$ cat src/rtl/morse_seq_mem_if.sv
// ---------------------------------------------------------------------------
// morse_seq_mem_if
// CPU data-bus bundle for the Morse/seven-segment peripheral.
//   data  : write data (master -> slave)
//   addr  : word address (master -> slave)
//   we    : write enable, qualified by en
//   en    : block select; an access happens on any clk edge with en=1
//   rdata : registered read data (slave -> master)
// ---------------------------------------------------------------------------
interface morse_seq_mem_if #(
    parameter int DATA_WIDTH = 16,
    parameter int ADDR_WIDTH = 16
);
    logic [DATA_WIDTH-1:0] data;
    logic [ADDR_WIDTH-1:0] addr;
    logic                  we;
    logic                  en;
    logic [DATA_WIDTH-1:0] rdata;

    modport master (output data, addr, we, en, input rdata);
    modport slave  (input data, addr, we, en, output rdata);
endinterface

$ cat src/rtl/morse_seq_mem.sv
// ---------------------------------------------------------------------------
// morse_seq_mem
// Memory-mapped output peripheral: NUM_DIGITS hex seven-segment digits plus a
// Morse LED that autonomously plays a programmable on/off bit pattern, one bit
// per programmable unit, with optional looping and a fixed inter-repeat gap.
// Ports:
//   clk       : system clock
//   reset     : asynchronous, active-high reset
//   bus       : slave side of the CPU bus (data, addr, we, en, rdata)
//   morse_led : LED drive, 1 = on
//   sevseg    : digit k at [7k+6:7k], active-low, gfedcba
//   busy      : sequencer is in PLAY or GAP
// Address map: addr[10]=0 digits (index addr[3:0]); addr[10]=1 Morse regs at
// addr[4:0]: 0 CTRL {busy,loop,run}, 1 LEN, 2 UNIT_LO, 3 UNIT_HI, 4+k PATTERN k.
// ---------------------------------------------------------------------------
module morse_seq_mem #(
    parameter int          DATA_WIDTH   = 16,
    parameter int          ADDR_WIDTH   = 16,
    parameter int          NUM_DIGITS   = 2,
    parameter int          PATTERN_BITS = 64,
    parameter int          UNIT_W       = 24,
    parameter int unsigned UNIT_DEFAULT = 12499999,
    parameter int          GAP_UNITS    = 7
) (
    input  logic                    clk,
    input  logic                    reset,
    morse_seq_mem_if.slave          bus,
    output logic                    morse_led,
    output logic [7*NUM_DIGITS-1:0] sevseg,
    output logic                    busy
);
    localparam int NWORDS = PATTERN_BITS / 16;
    localparam int IDX_W  = (PATTERN_BITS > 1) ? $clog2(PATTERN_BITS) : 1;
    localparam int LEN_W  = $clog2(PATTERN_BITS + 1);
    localparam int GAP_W  = $clog2(GAP_UNITS + 1);

    typedef enum logic [1:0] {ST_IDLE, ST_PLAY, ST_GAP} state_t;

    state_t                  state_q;
    logic                    run_q;
    logic                    loop_q;
    logic                    led_q;
    logic [LEN_W-1:0]        len_q;
    logic [UNIT_W-1:0]       unit_q;
    logic [UNIT_W-1:0]       cnt_q;
    logic [IDX_W-1:0]        idx_q;
    logic [GAP_W-1:0]        gap_q;
    logic [15:0]             pattern_q [NWORDS];
    logic [6:0]              digit_q [NUM_DIGITS];
    logic [DATA_WIDTH-1:0]   rdata_q;

    logic [PATTERN_BITS-1:0] pattern_flat;
    logic [4:0]              off;
    logic                    boundary;
    logic                    last_bit;
    logic [IDX_W-1:0]        idx_inc;
    logic [LEN_W:0]          idx_plus1;
    logic [DATA_WIDTH-1:0]   rdata_d;
    logic                    unused_bits;

    genvar gi;
    generate
        for (gi = 0; gi < NWORDS; gi++) begin : g_pat
            assign pattern_flat[16*gi +: 16] = pattern_q[gi];
        end
        for (gi = 0; gi < NUM_DIGITS; gi++) begin : g_seg
            assign sevseg[7*gi +: 7] = digit_q[gi];
        end
    endgenerate

    function automatic logic [6:0] hex7(input logic [3:0] n);
        case (n)
            4'h0: hex7 = 7'b1000000;  4'h1: hex7 = 7'b1111001;
            4'h2: hex7 = 7'b0100100;  4'h3: hex7 = 7'b0110000;
            4'h4: hex7 = 7'b0011001;  4'h5: hex7 = 7'b0010010;
            4'h6: hex7 = 7'b0000010;  4'h7: hex7 = 7'b1111000;
            4'h8: hex7 = 7'b0000000;  4'h9: hex7 = 7'b0010000;
            4'hA: hex7 = 7'b0001000;  4'hB: hex7 = 7'b0000011;
            4'hC: hex7 = 7'b1000110;  4'hD: hex7 = 7'b0100001;
            4'hE: hex7 = 7'b0000110;  default: hex7 = 7'b0001110;
        endcase
    endfunction

    assign off       = bus.addr[4:0];
    // cnt free-runs through the full UNIT_W range, so a UNIT shrunk below cnt
    // is still hit after the wrap instead of never.
    assign boundary  = (cnt_q == unit_q);
    assign idx_inc   = idx_q + IDX_W'(1);
    assign idx_plus1 = (LEN_W+1)'(idx_q) + (LEN_W+1)'(1);
    // ">=" rather than "==" so a LEN written at or below idx ends the sequence.
    assign last_bit  = (idx_plus1 >= {1'b0, len_q});

    assign busy        = (state_q != ST_IDLE);
    assign morse_led   = led_q;
    assign bus.rdata   = rdata_q;
    assign unused_bits = ^{bus.addr, bus.data};

    always_comb begin
        rdata_d = '0;
        if (bus.addr[10]) begin
            if (off == 5'd0) begin
                rdata_d[2:0] = {busy, loop_q, run_q};
            end else if (off == 5'd1) begin
                rdata_d[LEN_W-1:0] = len_q;
            end
            for (int k = 0; k < NWORDS; k++) begin
                if (off == 5'(4 + k)) begin
                    rdata_d[15:0] = pattern_q[k];
                end
            end
        end
    end

    always_ff @(posedge clk or posedge reset) begin
        if (reset) begin
            state_q <= ST_IDLE;
            run_q   <= 1'b0;
            loop_q  <= 1'b0;
            led_q   <= 1'b0;
            len_q   <= '0;
            unit_q  <= UNIT_W'(UNIT_DEFAULT);
            cnt_q   <= '0;
            idx_q   <= '0;
            gap_q   <= '0;
            rdata_q <= '0;
            for (int k = 0; k < NWORDS; k++)     pattern_q[k] <= '0;
            for (int k = 0; k < NUM_DIGITS; k++) digit_q[k]   <= 7'h7F;
        end else begin
            if (bus.en && !bus.we) begin
                rdata_q <= rdata_d;
            end

            // Sequencer; a CTRL write below overrides whatever is decided here.
            case (state_q)
                ST_PLAY: begin
                    if (boundary) begin
                        cnt_q <= '0;
                        if (last_bit) begin
                            idx_q <= '0;
                            gap_q <= '0;
                            led_q <= 1'b0;
                            if (loop_q) begin
                                state_q <= ST_GAP;
                            end else begin
                                state_q <= ST_IDLE;
                                run_q   <= 1'b0;
                            end
                        end else begin
                            idx_q <= idx_inc;
                            led_q <= pattern_flat[idx_inc];
                        end
                    end else begin
                        cnt_q <= cnt_q + UNIT_W'(1);
                        led_q <= pattern_flat[idx_q];
                    end
                end
                ST_GAP: begin
                    if (boundary) begin
                        cnt_q <= '0;
                        if (gap_q == GAP_W'(GAP_UNITS - 1)) begin
                            gap_q <= '0;
                            idx_q <= '0;
                            if (loop_q) begin
                                state_q <= ST_PLAY;
                                led_q   <= pattern_flat[0];
                            end else begin
                                state_q <= ST_IDLE;
                                run_q   <= 1'b0;
                                led_q   <= 1'b0;
                            end
                        end else begin
                            gap_q <= gap_q + GAP_W'(1);
                        end
                    end else begin
                        cnt_q <= cnt_q + UNIT_W'(1);
                    end
                end
                default: begin
                    led_q <= 1'b0;
                end
            endcase

            if (bus.en && bus.we) begin
                if (!bus.addr[10]) begin
                    for (int k = 0; k < NUM_DIGITS; k++) begin
                        if (bus.addr[3:0] == 4'(k)) digit_q[k] <= hex7(bus.data[3:0]);
                    end
                end else begin
                    case (off)
                        5'd0: begin
                            loop_q <= bus.data[1];
                            idx_q  <= '0;
                            cnt_q  <= '0;
                            gap_q  <= '0;
                            if (bus.data[0] && (len_q != '0)) begin
                                run_q   <= 1'b1;
                                state_q <= ST_PLAY;
                                led_q   <= pattern_flat[0];
                            end else begin
                                run_q   <= 1'b0;
                                state_q <= ST_IDLE;
                                led_q   <= 1'b0;
                            end
                        end
                        5'd1: begin
                            if (bus.data > DATA_WIDTH'(PATTERN_BITS)) len_q <= LEN_W'(PATTERN_BITS);
                            else                                      len_q <= LEN_W'(bus.data);
                        end
                        5'd2: unit_q[15:0]        <= bus.data[15:0];
                        5'd3: unit_q[UNIT_W-1:16] <= bus.data[UNIT_W-17:0];
                        default: begin
                            for (int k = 0; k < NWORDS; k++) begin
                                if (off == 5'(4 + k)) pattern_q[k] <= bus.data[15:0];
                            end
                        end
                    endcase
                end
            end
        end
    end
endmodule
$ cat src/flat_wrapper.sv
// flat-port wrapper written by rule: the top's interface ports become plain ports
module morse_seq_mem_flat 
#(
    parameter int          DATA_WIDTH   = 16,
    parameter int          ADDR_WIDTH   = 16,
    parameter int          NUM_DIGITS   = 2,
    parameter int          PATTERN_BITS = 64,
    parameter int          UNIT_W       = 24,
    parameter int unsigned UNIT_DEFAULT = 12499999,
    parameter int          GAP_UNITS    = 7
)
  (clk, reset, morse_led, sevseg, busy, bus_data, bus_addr, bus_we, bus_en, bus_rdata);
  morse_seq_mem_if #(.DATA_WIDTH(DATA_WIDTH), .ADDR_WIDTH(ADDR_WIDTH)) bus_i ();
  input  logic clk;
  input  logic reset;
  output logic morse_led;
  output logic [7*NUM_DIGITS-1:0] sevseg;
  output logic busy;
  input wire logic [$bits(bus_i.data)-1:0] bus_data;
  input wire logic [$bits(bus_i.addr)-1:0] bus_addr;
  input wire logic [$bits(bus_i.we)-1:0] bus_we;
  input wire logic [$bits(bus_i.en)-1:0] bus_en;
  output wire logic [$bits(bus_i.rdata)-1:0] bus_rdata;
  assign bus_i.data = bus_data;
  assign bus_i.addr = bus_addr;
  assign bus_i.we = bus_we;
  assign bus_i.en = bus_en;
  assign bus_rdata = bus_i.rdata;
  morse_seq_mem #(.DATA_WIDTH(DATA_WIDTH), .ADDR_WIDTH(ADDR_WIDTH), .NUM_DIGITS(NUM_DIGITS), .PATTERN_BITS(PATTERN_BITS), .UNIT_W(UNIT_W), .UNIT_DEFAULT(UNIT_DEFAULT), .GAP_UNITS(GAP_UNITS)) u_core (.clk(clk), .reset(reset), .bus(bus_i), .morse_led(morse_led), .sevseg(sevseg), .busy(busy));
endmodule
$ cat config.mk
export PLATFORM = sky130hd
export DESIGN_NAME = morse_seq_mem_flat
export DESIGN_NICKNAME = d
export VERILOG_FILES = /design/src/rtl/morse_seq_mem_if.sv /design/src/rtl/morse_seq_mem.sv /design/src/flat_wrapper.sv
export SDC_FILE = /design/constraint.sdc
export NUM_CORES = 1
export LEC_CHECK = 0
export ABC_CLOCK_PERIOD_IN_PS = 9850
export CORE_MARGIN = 2
export CORE_UTILIZATION = 43
export CTS_BUF_LIST = sky130_fd_sc_hd__clkbuf_4
export DETAILED_ROUTE_END_ITERATION = 8
export PLACE_DENSITY_LB_ADDON = 0.15
export SLEW_MARGIN = 25
export SYNTH_ARGS = -nofsm -noshare
export SYNTH_HDL_FRONTEND = slang
export SYNTH_SLANG_ARGS = --single-unit
$ cat constraint.sdc
create_clock -name clk -period 9.85 [get_ports clk]
set_input_delay 0.985 -clock clk [delete_from_list [all_inputs] [get_ports clk]]
set_output_delay 0.985 -clock clk [all_outputs]
set_load 0.01 [all_outputs]
After elaboration in Yosys (flattened, before gate mapping)
Memory sizes are Yosys's and may differ from the RTL's. A register that Yosys moved wholly into a read port is not among the register bits.
Cells that the tools add are included.
Cells by class
  bitwise gates (word level): 2
  shifts and indexed selects: 0
  divide/modulo/power cells: 0
  $add $sub $neg: 4
  equality and inequality tests: 12
  multipliers: 0
  magnitude comparators: 4
  muxes and demuxes: 65
  reductions and logical operators: 20
Operators with widths (count)
  24-bit two-way mux: 5
  16-bit two-way mux: 5
  6-bit two-way mux: 7
  24-bit by 1-bit adder with 24-bit output, second input constant: 1
  24-bit equality test: 1
  3-bit two-way mux: 8
  1-bit two-way mux: 22
  5-bit by 3-bit equality test with 1-bit output, second input constant: 4
  3-bit AND reduction: 6
  16-bit by 7-bit > comparator with 1-bit output, second input constant: 1
  2-bit two-way mux: 8
  4-bit AND reduction: 4
  6-bit by 7-bit < comparator with 1-bit output, second input constant: 2
  7-bit two-way mux: 2
  1-bit binary-select mux with 6-bit select: 2
  6-bit one-hot mux with 2 select lines: 1
  5-bit by 2-bit equality test with 1-bit output, second input constant: 2
  8-bit by 7-bit greater-or-equal comparator with 1-bit output: 1
  6-bit by 1-bit adder with 7-bit output, second input constant: 1
  7-bit nonzero test: 1
  6-bit by 1-bit adder with 6-bit output, second input constant: 1
  3-bit one-hot mux with 2 select lines: 1
  5-bit by 1-bit equality test with 1-bit output, second input constant: 1
  5-bit logical NOT: 1
  15 further kinds: 19
Word-level totals
  output and inout port bits: 32
  input port bits: 36
  memories kept: 2
  memory bits (read-only): 224
  latch bits: 0
  bits in registers: 149
  RAM bits: 0
  logic and storage cells: 124
Memories
  (no name shown): depth 16, bits a word 7, rd ports 1, clocked after memory_dff 1, write ports 0, RTL line morse_seq_mem.sv:72  | case (n)
  (no name shown): depth 16, bits a word 7, rd ports 1, clocked after memory_dff 1, write ports 0, RTL line morse_seq_mem.sv:72

Logic depth before layout (Yosys ltp)
  word-level depth: 9
  depth in mapped cells: 12
  mapped depth without buffers: 10

Least setup slack after synthesis
Ideal clock, no wire load.
  path type: register to register
  start: register u_core.idx_q[0]
  end: register u_core.idx_q[3]
  setup time: 0.065 ns
  required time: 9.785 ns
  arrival: 2.804 ns
  cell stages (with the launch flop): 12
  slack: 6.981 ns
  path buffers: 2
  period minus slack after synthesis: 2.869 ns
  cells stage by stage: dfrtp_1 -> buf_6 -> and3_1 -> clkbuf_1 -> nand3_1 -> xnor2_1 -> ha_1 -> a2111oi_0 -> o21ai_0 -> a2111o_1 -> o31ai_1 -> o21a_1
On the way
  word-level cells in the longest chain between the ends: 8
  elaborated cells on any way between the ends: 9
  classes of those cells: 2 x add/sub; 1 x order compare; 6 x mux
RTL lines
  from (decl): RTL line morse_seq_mem.sv:46  | logic [IDX_W-1:0] idx_q;
  from (signal assigned): RTL line morse_seq_mem.sv:149  | idx_q <= idx_inc;
  6-bit by 1-bit adder with 7-bit output: RTL line morse_seq_mem.sv:89  | assign idx_plus1 = (LEN_W+1)'(idx_q) + (LEN_W+1)'(1);
  8-bit by 7-bit greater-or-equal comparator with 1-bit output: RTL line morse_seq_mem.sv:91  | assign last_bit = (idx_plus1 >= {1'b0, len_q});
  6-bit two-way mux (*): RTL line morse_seq_mem.sv:138  | if (last_bit) begin
  6-bit two-way mux (*): RTL line morse_seq_mem.sv:136  | if (boundary) begin
  6-bit one-hot mux with 2 select lines (*): RTL line morse_seq_mem.sv:134  | case (state_q)
  6-bit two-way mux: RTL line morse_seq_mem.sv:189  | case (off)
  6-bit two-way mux: RTL line morse_seq_mem.sv:184  | if (!bus.addr[10]) begin
  6-bit two-way mux (*): RTL line morse_seq_mem.sv:183  | if (bus.en && bus.we) begin
Every way passes the cells marked *; elsewhere a longest branch is shown, timed or not.
A chain may end at the register's enable or synchronous reset.

Final worst setup path
Ends and elaborated chain as after synthesis.

==> results by group <==
Outcome
  • Outcome: finished, final reports clean

Synth
  • Post-synth EDFFs: 0
  • Post-Synthesis Cells: 857
  • Ys Warns: 0
  • Mapped Area: 0.00929 mm^2
  • Yosys cell types: 68
  • Top_reg_cell synth: dfrtp_1
  • Asr flop ratio synth: 1.00
  • Syn avg cell area: 10.8 um^2
  • Synth Register Bits: 163
  • Sequential area share after synthesis: 0.443
  • Mapped Nets: 911

Placed design
  • GP Congestion: 0.869
  • # port buffers: 57
  • Area post-placement: 0.0100 mm^2
  • Dpl hpwl: 17800 um

Global route
  • GRT Max-Usage Layer: met2
  • Grt ovf: 0
  • Global Route met2 Usage: 0.355
  • First-pass GRT wire length: 39600 um
  • Largest net degree at the start of global routing: 101
  • Vias in the first global route: 6780
  • GRT Util Overall: 0.233
  • Met1 usage: 0.343
  • M3 GR Usage: 0.0542
  • Initial antenna violation count: 1

Layout
  • Layout cells sized above 1: 0.207
  • Area growth syn-to-layout: 11.0%
  • Multi-input logic area: 0.00482 mm^2
  • Layout Nets: 951
  • Commonest cells after routing, fill and taps aside: dfrtp_1 (132), mux2_2 (89), nand2_1 (74), nor2_1 (60), o21ai_0 (60)
  • Design area: 0.0103 mm^2
  • Fill cells: 2021
  • Most common cell after layout, fill and taps aside: dfrtp_1
  • Sequential Area: 0.00412 mm^2

Clock tree
  • TritonCTS Buffers: 17
  • Post-CTS setup buffer count: 0
  • Cts hold-fix bufs: 0
  • Clock Root Buffer: clkbuf_4
  • H-tree levels: 4
  • Post-cts sizing count: 0
  • Max clock buf depth: 2
  • CTS tree: built
  • Skew-Pair Late Insertion Delay: 590 ps
  • Worst-path clk slew: 130 ps
  • Num Clock Sinks: 163

Timing
  • Fin crit share: 0.402
  • Least-Margin Pin Slew: 938 ps
  • Maximum achievable frequency: 0.253 GHz
  • RSZ-0062 raised after global routing: no
  • Setup tns final: 0 ps
  • Tmin final: 3960 ps
  • Fin. Hold Viols: 0
  • Slew headroom: 0.375
  • Slew Limit Fails: 0
  • Clock Skews: 27.3 ps
  • Setup violators final: 0

Drt
  • Post-route DRC violation count: 0
  • Drt initial violations: 542
  • WL final: 24900 um
  • Routed WL per cell: 21.0 um
  • Final ANT Viol Nets: 0
  • Drt pass-1 iters: 6
  • Vias per std cell: 5.84
  • Via Count: 6935

Pwr
  • Sequential power share: 0.509
  • PwrDens: 154 mW/mm^2
  • Static Leak: 4.27 nW
  • Maximum vdd drop: 0.0923 mV
  • P_sw: 0.546 mW
  • Switching share of power: 0.344
  • Clock Power Share: 0.242
  • Logic pwr share: 0.249
  • Int Pwr: 1.04 mW

Floorplanning
  • Die height: 151 um
  • Starting Density: 0.440
  • Die area: 0.0228 mm^2
  • FP Rows: 53
  • Die width: 151 um
  • Num ports: 68
  • Core area: 0.0211 mm^2

Critical path
  • Critical path class: reg -> reg
  • Critical path required time: 10370 ps
  • CP max FO: 52
  • Arr. time, crit path: 4480 ps
  • Setup crit end kind: flip-flop
  • Worst setup SP type: flip-flop

Worst hold path
  • Worst min-delay path class: reg -> reg

Flow run
  • Max-cap viol count: 0
## power groups by stage
stage | clock, mW | sequential [mW] | combinational [mW]
finish | 0.384 | 0.809 | 0.395
global route | 0.427 | 0.819 | 0.439
CTS | 0.398 | 0.808 | 0.397
detailed placement | 0 | 0.819 | 0.394
global placement | 0 | 0.819 | 0.389
floorplan | 0 | 0.795 | 0.287
## per-stage QoR
step                hold WS, ps  worst slack [ps]  total power, mW  std cells   util
floorplan                   468              4510             1.08        857      -
global placement            463              5900             1.21       1152  0.476
detailed placement          473              5840             1.21       1153  0.476
finish                      492              5890             1.59       1187  0.489
global route                517              5560             1.69       1187  0.489
CTS                         502              5910             1.60       1185  0.489
## worst paths after layout
check,slack [ps],depth (start not counted),startpoint,endpoint
hold / removal,490,2,u_core.bus.rdata[0]$_DFFE_PP0P_,u_core.bus.rdata[0]$_DFFE_PP0P_
hold reg to reg,490,2,u_core.bus.rdata[0]$_DFFE_PP0P_,u_core.bus.rdata[0]$_DFFE_PP0P_
min in group asynchronous,1000,2,reset,u_core.pattern_flat[18]$_DFFE_PP0P_
setup / recovery,5890,10,u_core.idx_q[0]$_DFF_PP0_,u_core.idx_q[3]$_DFF_PP0_
max in group asynchronous,7500,3,reset,u_core.idx_q[0]$_DFF_PP0_
setup reg to reg,5890,10,u_core.idx_q[0]$_DFF_PP0_,u_core.idx_q[3]$_DFF_PP0_
## cells in the mapped netlist, types with 7 or more instances
master      n  area (um^2)
mux2_2     89         1000
xnor2_1    34          298
nand3_1    36          180
and2_1      7         43.8
dfrtp_1   133         3330
buf_2       8         40.0
a21oi_1    26          130
o21ai_0    60          300
xor2_1     17          149
and3_1     13         81.3
a221oi_1   12          105
nor2_1     60          225
mux2i_1    40          400
nand2_1    74          278
a22o_1      7         61.3
a22oi_1    10         75.1
nand4_1    11         68.8
nand2b_1    7         43.8
ha_1       18          225
inv_1      27          101
mux4_2     18          405
nor3_1      9         45.0
dfstp_2    30          788
clkbuf_1   25         93.8
## sequential cells by signal, summed over array words and instances, names as in the netlist
| signal | cells |
|---|---|
| u_core.loop_q | 1 |
| u_core.bus.rdata | 16 |
| u_core.state_q | 2 |
| u_core.gap_q | 3 |
| u_core.cnt_q | 24 |
| u_core.pattern_flat | 64 |
| u_core.idx_q | 6 |
| u_core.morse_led | 1 |
| u_core.unit_q | 24 |
| u_core.len_q | 7 |
| u_core.run_q | 1 |
| u_core.sevseg | 14 |
## layout make-up
cell class / instances / area share
Antenna cell: 2 / 0.000485
Clock buffer: 18 / 0.0131
Clock inverter: 14 / 0.0121
Inverter: 28 / 0.0107
Multi-Input combinational cell: 620 / 0.468
Sequential cell: 163 / 0.399
Tap cell: 275 / 0.0334
Timing Repair Buffer: 67 / 0.0630
## metal layers
metal  wire, um  part of all wire
met5          0                 0
met4        263             0.011
met3       1290             0.052
met2      11200              0.45
met1      12100              0.49
## cells by family (layout without fill, tap and decap cells)
logic type	after synthesis	count (layout)	share of synthesized area
simple gates	241	241	0.123
flops	163	163	0.443
compound gates	156	156	0.108
mux	154	154	0.214
buf+inv	74	127	0.0384
xor+xnor	51	51	0.0481
fa+ha+maj	18	18	0.0242
other cells	0	2	0
## critical path: stages, from the launching register on
cell,delay [ps]
dfrtp_2,370
buf_4,600
and3_1,360
nand3_1,230
xnor2_1,420
ha_1,320
a2111oi_0,330
o21ai_0,300
a2111o_1,540
o31ai_1,240
o21a_1,150
Note: power is estimated with default switching activity, not from simulation.
